<file path="config.mk">
export PLATFORM = sky130hd
export DESIGN_NAME = offchip_link_arbiter
export DESIGN_NICKNAME = d
export VERILOG_FILES = /design/src/rtl/offchip_link_arbiter.sv
export SDC_FILE = /design/constraint.sdc
export NUM_CORES = 1
export LEC_CHECK = 0
export CAP_MARGIN = 30
export CORE_MARGIN = 4
export CORE_UTILIZATION = 40
export CTS_BUF_LIST = sky130_fd_sc_hd__clkbuf_16
export DETAILED_ROUTE_END_ITERATION = 8
export PLACE_DENSITY = 0.75
export SYNTH_ARGS = -nofsm -noshare
export SYNTH_HDL_FRONTEND = slang
export SYNTH_SLANG_ARGS = --single-unit
</file>
<file path="constraint.sdc">
create_clock -name clk -period 2.1 [get_ports clk]
set_input_delay 0.525 -clock clk [delete_from_list [all_inputs] [get_ports clk]]
set_output_delay 0.525 -clock clk [all_outputs]
set_load 0.03 [all_outputs]
</file>
<file path="src/rtl/offchip_link_arbiter.sv">
`default_nettype none
// ============================================================================
// Module   : offchip_link_arbiter
// Brief    : Round-robin, burst-bounded arbiter sharing one byte link between
//            two producers, gated by a downstream nibble-slot credit counter.
// Revision : 1.0 - initial release
// ============================================================================
module offchip_link_arbiter #(
    parameter int CREDIT_MAX     = 8,
    parameter int SLOTS_PER_BYTE = 2,
    parameter int CREDIT_RET     = 4,
    parameter int BURST_MAX      = 4,
    parameter int CW             = 5
) (
    input  logic          clk,
    input  logic          rst,
    input  logic          req0_valid,
    input  logic [7:0]    req0_data,
    output logic          req0_ready,
    input  logic          req1_valid,
    input  logic [7:0]    req1_data,
    output logic          req1_ready,
    output logic [7:0]    link_data,
    output logic          link_valid,
    input  logic          link_ready,
    input  logic          credit_ret,
    output logic [CW-1:0] credit_cnt,
    output logic          grant_id,
    output logic          credit_stall,
    output logic          err_credit
);

    localparam int              c_bw        = $clog2(BURST_MAX + 1);
    localparam logic [c_bw-1:0] c_burst_max = c_bw'(BURST_MAX);
    localparam logic [CW:0]     c_slots     = (CW + 1)'(SLOTS_PER_BYTE);
    localparam logic [CW:0]     c_slots2    = (CW + 1)'(2 * SLOTS_PER_BYTE);
    localparam logic [CW:0]     c_ret       = (CW + 1)'(CREDIT_RET);
    localparam logic [CW:0]     c_max       = (CW + 1)'(CREDIT_MAX);

    typedef enum logic [0:0] {
        IDLE = 1'b0,
        SEND = 1'b1
    } state_t;

    state_t          state_q, state_d;
    logic [7:0]      link_data_q, link_data_d;
    logic            grant_id_q, grant_id_d;
    logic [CW-1:0]   credit_q, credit_d;
    logic            err_q, err_d;
    logic [c_bw-1:0] burst_q, burst_d;
    logic            rr_q, rr_d;

    logic            w_hs;
    logic            w_take;
    logic            w_sel;
    logic [CW:0]     w_credit_sum;

    always_comb begin
        state_d     = state_q;
        link_data_d = link_data_q;
        grant_id_d  = grant_id_q;
        credit_d    = credit_q;
        err_d       = err_q;
        burst_d     = burst_q;
        rr_d        = rr_q;
        w_take      = 1'b0;
        w_sel       = 1'b0;
        w_hs        = (state_q == SEND) & link_ready;

        // Send and return apply together; any overshoot saturates and is flagged.
        w_credit_sum = {1'b0, credit_q} - (w_hs ? c_slots : '0) + (credit_ret ? c_ret : '0);
        if (w_credit_sum > c_max) begin
            credit_d = c_max[CW-1:0];
            err_d    = 1'b1;
        end else begin
            credit_d = w_credit_sum[CW-1:0];
        end

        case (state_q)
            IDLE: begin
                w_sel = (req0_valid & req1_valid) ? rr_q : req1_valid;
                if ((req0_valid | req1_valid) && ({1'b0, credit_q} >= c_slots)) begin
                    w_take  = 1'b1;
                    burst_d = c_bw'(1);
                    state_d = SEND;
                end
            end
            SEND: begin
                w_sel = grant_id_q;
                if (link_ready) begin
                    // The byte still on the link has not been debited yet, so
                    // the next one needs two bytes' worth of credit.
                    if ((grant_id_q ? req1_valid : req0_valid) &&
                        (burst_q < c_burst_max) &&
                        ({1'b0, credit_q} >= c_slots2)) begin
                        w_take  = 1'b1;
                        burst_d = burst_q + c_bw'(1);
                    end else begin
                        rr_d    = ~grant_id_q;
                        burst_d = '0;
                        state_d = IDLE;
                    end
                end
            end
            default: state_d = IDLE;
        endcase

        if (w_take) begin
            link_data_d = w_sel ? req1_data : req0_data;
            grant_id_d  = w_sel;
        end
    end

    always_ff @(posedge clk) begin
        if (rst) begin
            state_q     <= IDLE;
            link_data_q <= '0;
            grant_id_q  <= 1'b0;
            credit_q    <= c_max[CW-1:0];
            err_q       <= 1'b0;
            burst_q     <= '0;
            rr_q        <= 1'b0;
        end else begin
            state_q     <= state_d;
            link_data_q <= link_data_d;
            grant_id_q  <= grant_id_d;
            credit_q    <= credit_d;
            err_q       <= err_d;
            burst_q     <= burst_d;
            rr_q        <= rr_d;
        end
    end

    // A byte offered during reset would be lost, so never acknowledge it.
    assign req0_ready   = w_take & ~w_sel & ~rst;
    assign req1_ready   = w_take &  w_sel & ~rst;
    assign link_valid   = (state_q == SEND);
    assign link_data    = link_data_q;
    assign grant_id     = grant_id_q;
    assign credit_cnt   = credit_q;
    assign err_credit   = err_q;
    assign credit_stall = (req0_valid | req1_valid) & ({1'b0, credit_q} < c_slots);

endmodule
`default_nettype wire

</file>
==> summary.md <==
| Metric | Value |
|---|---|
| Outcome | finished with violations |
| Violated checks | setup timing |
| Leak | 0.000787 µW |
| # rows | 19 |
| Vias in the first global route | about 1,100 |
| Worst slew pin tran | 0.558 ns |
| Die ar. | 3780 µm² |
| Final antenna diode count | 0 |
| Number of synthesized flops with an enable pin | 0 |
| Most frequent cell after synthesis | dfxtp_1 |
| Pin count of the biggest net entering global routing | 17 |
| Worst Path Max Fanout | 4 |
| Post-synthesis async set-or-reset flop share | 0% |
| Flops & latches, synth | 19 |
| Max-slew violation count | 0 |
| Dpl ws | -0.614 ns |
| Dpl cells | 202 |
| Port Buffers | 39 |
| Worst r2r path cells | 7 |
| Avg WL per Cell | between 10 and 15 µm |
| Final GP Congestion | 0.857 |
| Synth area leaders | dfxtp_1 33%, a211oi_2 8.8%, mux2i_1 7.9%, ha_1 7.7%, nor3_1 4.8% |
| TritonCTS clock tree | done |
| Mean Syn Cell Area | 9.53 µm² |
| Drt pass-1 iters | 4 |
| Drt initial violations | 25 |
| FF-to-FF Start | link_valid$_SDFF_PP0_ |
| R2R Setup Slk | about 0.10 ns |
| Initial Util | around two fifths |
| WP data arrival | 1.66 ns |
| Final Critical Period | 2.18 ns |
| Cell area after layout | 1930 µm² |
| Clk_skew | 0.00276 ns |
| Ports | 41 |
| Final Setup Violations | 2 |
| Synth warn | 0 |
| Synth top cells by count | 19 x dfxtp_1, 11 x nor3_1, 10 x inv_1, 9 x mux2i_1, 8 x a211oi_2 |
| Area leader, netlist | dfxtp_1 |
| WS Path Type | reg -> out |
| Final hold viol count | 0 |
| Area of the core | 2730 µm² |
| Synth top area share | 33.3% |
| Worst r2r dst | credit_cnt[1]$_SDFF_PP0_ |
| Mapped Area | 1140 µm² |
| RSZ-0062 raised after global routing | yes |
| Antenna viol nets, final | 0 |
| Pwr/cell area | 723 nW/µm² |
| Seq/Total Area, Yosys | 33.3% |
| F_max | between 400 and 500 MHz |
| CP Launch Type | flop |
| Vias | 1,116 |
| Hold/Removal Path Class | reg -> reg |
| DR DRC count | 0 |
| Hold Crit Depth | 2 |
| Cell Area, Placed | 1710 µm² |
| Layout fillers | between 200 and 250 |
| WHS Endpoint | burst_q[1]$_SDFFE_PP0P_ |
| Routed WL | 3.20 mm |
| DIE HEIGHT | about 60 µm |
| Crit share post-route | 104% |
| CTS Root Buffer Type | clkbuf_16 |
| VDD IR max | 0.596 mV |
| Hold path startpoint | burst_q[1]$_SDFFE_PP0P_ |
| Maximum clock path buffer count | 2 |
| Layout area overhead | 68.9% |
| GRT Total Usage | 17.5% |
| Clk_lat worst skew | roughly 0.25 ns |
| Final net count | 214 |
| Relative slew margins | ~62% |
| Reg clk slew, reported paths | 0.05 ns |
| Initial antenna violation count | 0 |
| CP endpoint kind | output port |
| Number of max-cap violations | 0 |
| # clock sinks | 19 |
| CTS Hold Buffers Added | 0 |
| DIE WIDTH | 61.5 µm |
| First-pass GRT wire length | around 4.9 mm |
| Cell count after synthesis | 120 |
| Vias per cell | 5.21 |
| Total power | 1400 µW |
| CTS HTree Levels | 1 |
| Top_reg_cell synth | dfxtp_1 |
| Grt ovf | 0 |
| CTS buffer count | 3 |
| Distinct cells, synth | 36 |
| Post-route setup slack | -0.0800 ns |
| Finished Layout Cells | between 200 and 250 |
| Req. time, crit path | 1.57 ns |
| Layout cells sized above 1 | 38.3% |
| Hpwl dp | 2.39 mm |
==> power by group <==
part	leakage (µW)	switching, µW	internal (µW)	total [µW]
Sequential	0.000159	30.9	402	433
Clock	0.0000423	130	253	383
Combinational	0.000585	293	287	580
Total	0.000787	454	942	1400
==> cell families after synthesis <==
| group | synth area share (%) |
|---|---|
| and+or+nand+nor | 20.6 |
| AOI/OAI and AO/OA | 20.0 |
| DFF | 33.3 |
| buffers and inverters | 7.00 |
| muxes | 7.88 |
| adders and majority gates | 9.41 |
| xor gates and xnor gates | 1.53 |
| other | 0.328 |
==> state kept, by name, indices dropped and copies added, names as in the netlist <==
register    cells
burst_q         3
credit_cnt      4
err_credit      1
grant_id        1
link_data       8
link_valid      1
rr_q            1
==> cells in the final DEF, fill, tap and decap left out, types with 2 or more instances in the layout <==
master,instances
clkdlybuf4s50_1,32
nand3_1,2
ha_1,4
buf_6,2
mux2i_1,8
conb_1,2
nor2_1,4
a21oi_1,7
a211oi_2,8
o31ai_4,2
nor3_1,10
nor3b_1,3
nor2b_1,3
or3_1,2
inv_1,7
nand2b_1,2
inv_2,2
dfxtp_1,14
buf_4,27
o21ai_0,3
nor3b_4,2
clkbuf_16,3
ha_4,3
dfxtp_4,5
nand4_1,2
clkbuf_2,2
inv_4,2
==> worst max-delay path, stage by stage, from the launching register on <==
cell and delay (ns):
dfxtp_4 0.35, inv_4 0.06, ha_4 0.13, nor3b_4 0.20, nor3_2 0.07, or2_4 0.25, and3b_2 0.22, buf_6 0.13
==> how the worst max path moves through the flow <==
stage	to	depth (start not counted)	slack, ns	start
6_report	req1_ready	7	-0.08	credit_cnt[4]$_SDFF_PP0_
5_1_grt	req0_ready	7	-0.15	credit_cnt[3]$_SDFF_PP1_
4_1_cts	req0_ready	7	-0.11	credit_cnt[3]$_SDFF_PP1_
3_5_place_dp	credit_cnt[1]$_SDFF_PP0_	7	-0.61	link_ready
3_3_place_gp	credit_cnt[2]$_SDFF_PP0_	7	-0.50	link_ready
2_1_floorplan	req0_ready	7	-0.06	credit_cnt[3]$_SDFF_PP1_
==> timing repair <==
item,CTS,global route
resized for setup,27,8
setup buffers,2,7
gates cloned,0,0
pin swaps,13,4
endpoints found under the setup margin,7,5
==> per-layer routing <==
layer  vias to the layer above  global-route usage (%)  part of all wire [%]
met5                         -                       0                     0
met4                         0                    6.97                   1.3
met3                         5                    3.35                   7.2
met2                        35                    34.1                    52
met1                       516                    18.2                    39
li1                        560                       -                     -
==> layout make-up <==
cell class	count	area (µm²)	share of cell area, %
Clock inverter	1	3.75	0.194
Multi-Input combinational cell	85	803	41.6
Tap cell	31	38.8	2.01
Timing Repair Buffer	65	569	29.5
Inverter	10	42.5	2.20
Clock buffer	3	75.1	3.89
Sequential cell	19	399	20.7
==> per-stage QoR <==
step	utilization [%]	TNS (ns)	hold slack, ns
2_1_floorplan	-	-0.0609	0.452
3_3_place_gp	62.7	-3.36	0.463
3_5_place_dp	62.7	-4.17	0.485
4_1_cts	69.2	-0.209	0.492
5_1_grt	70.7	-0.269	0.524
6_report	70.7	-0.148	0.502
Note: power is estimated with default switching activity, not from simulation.
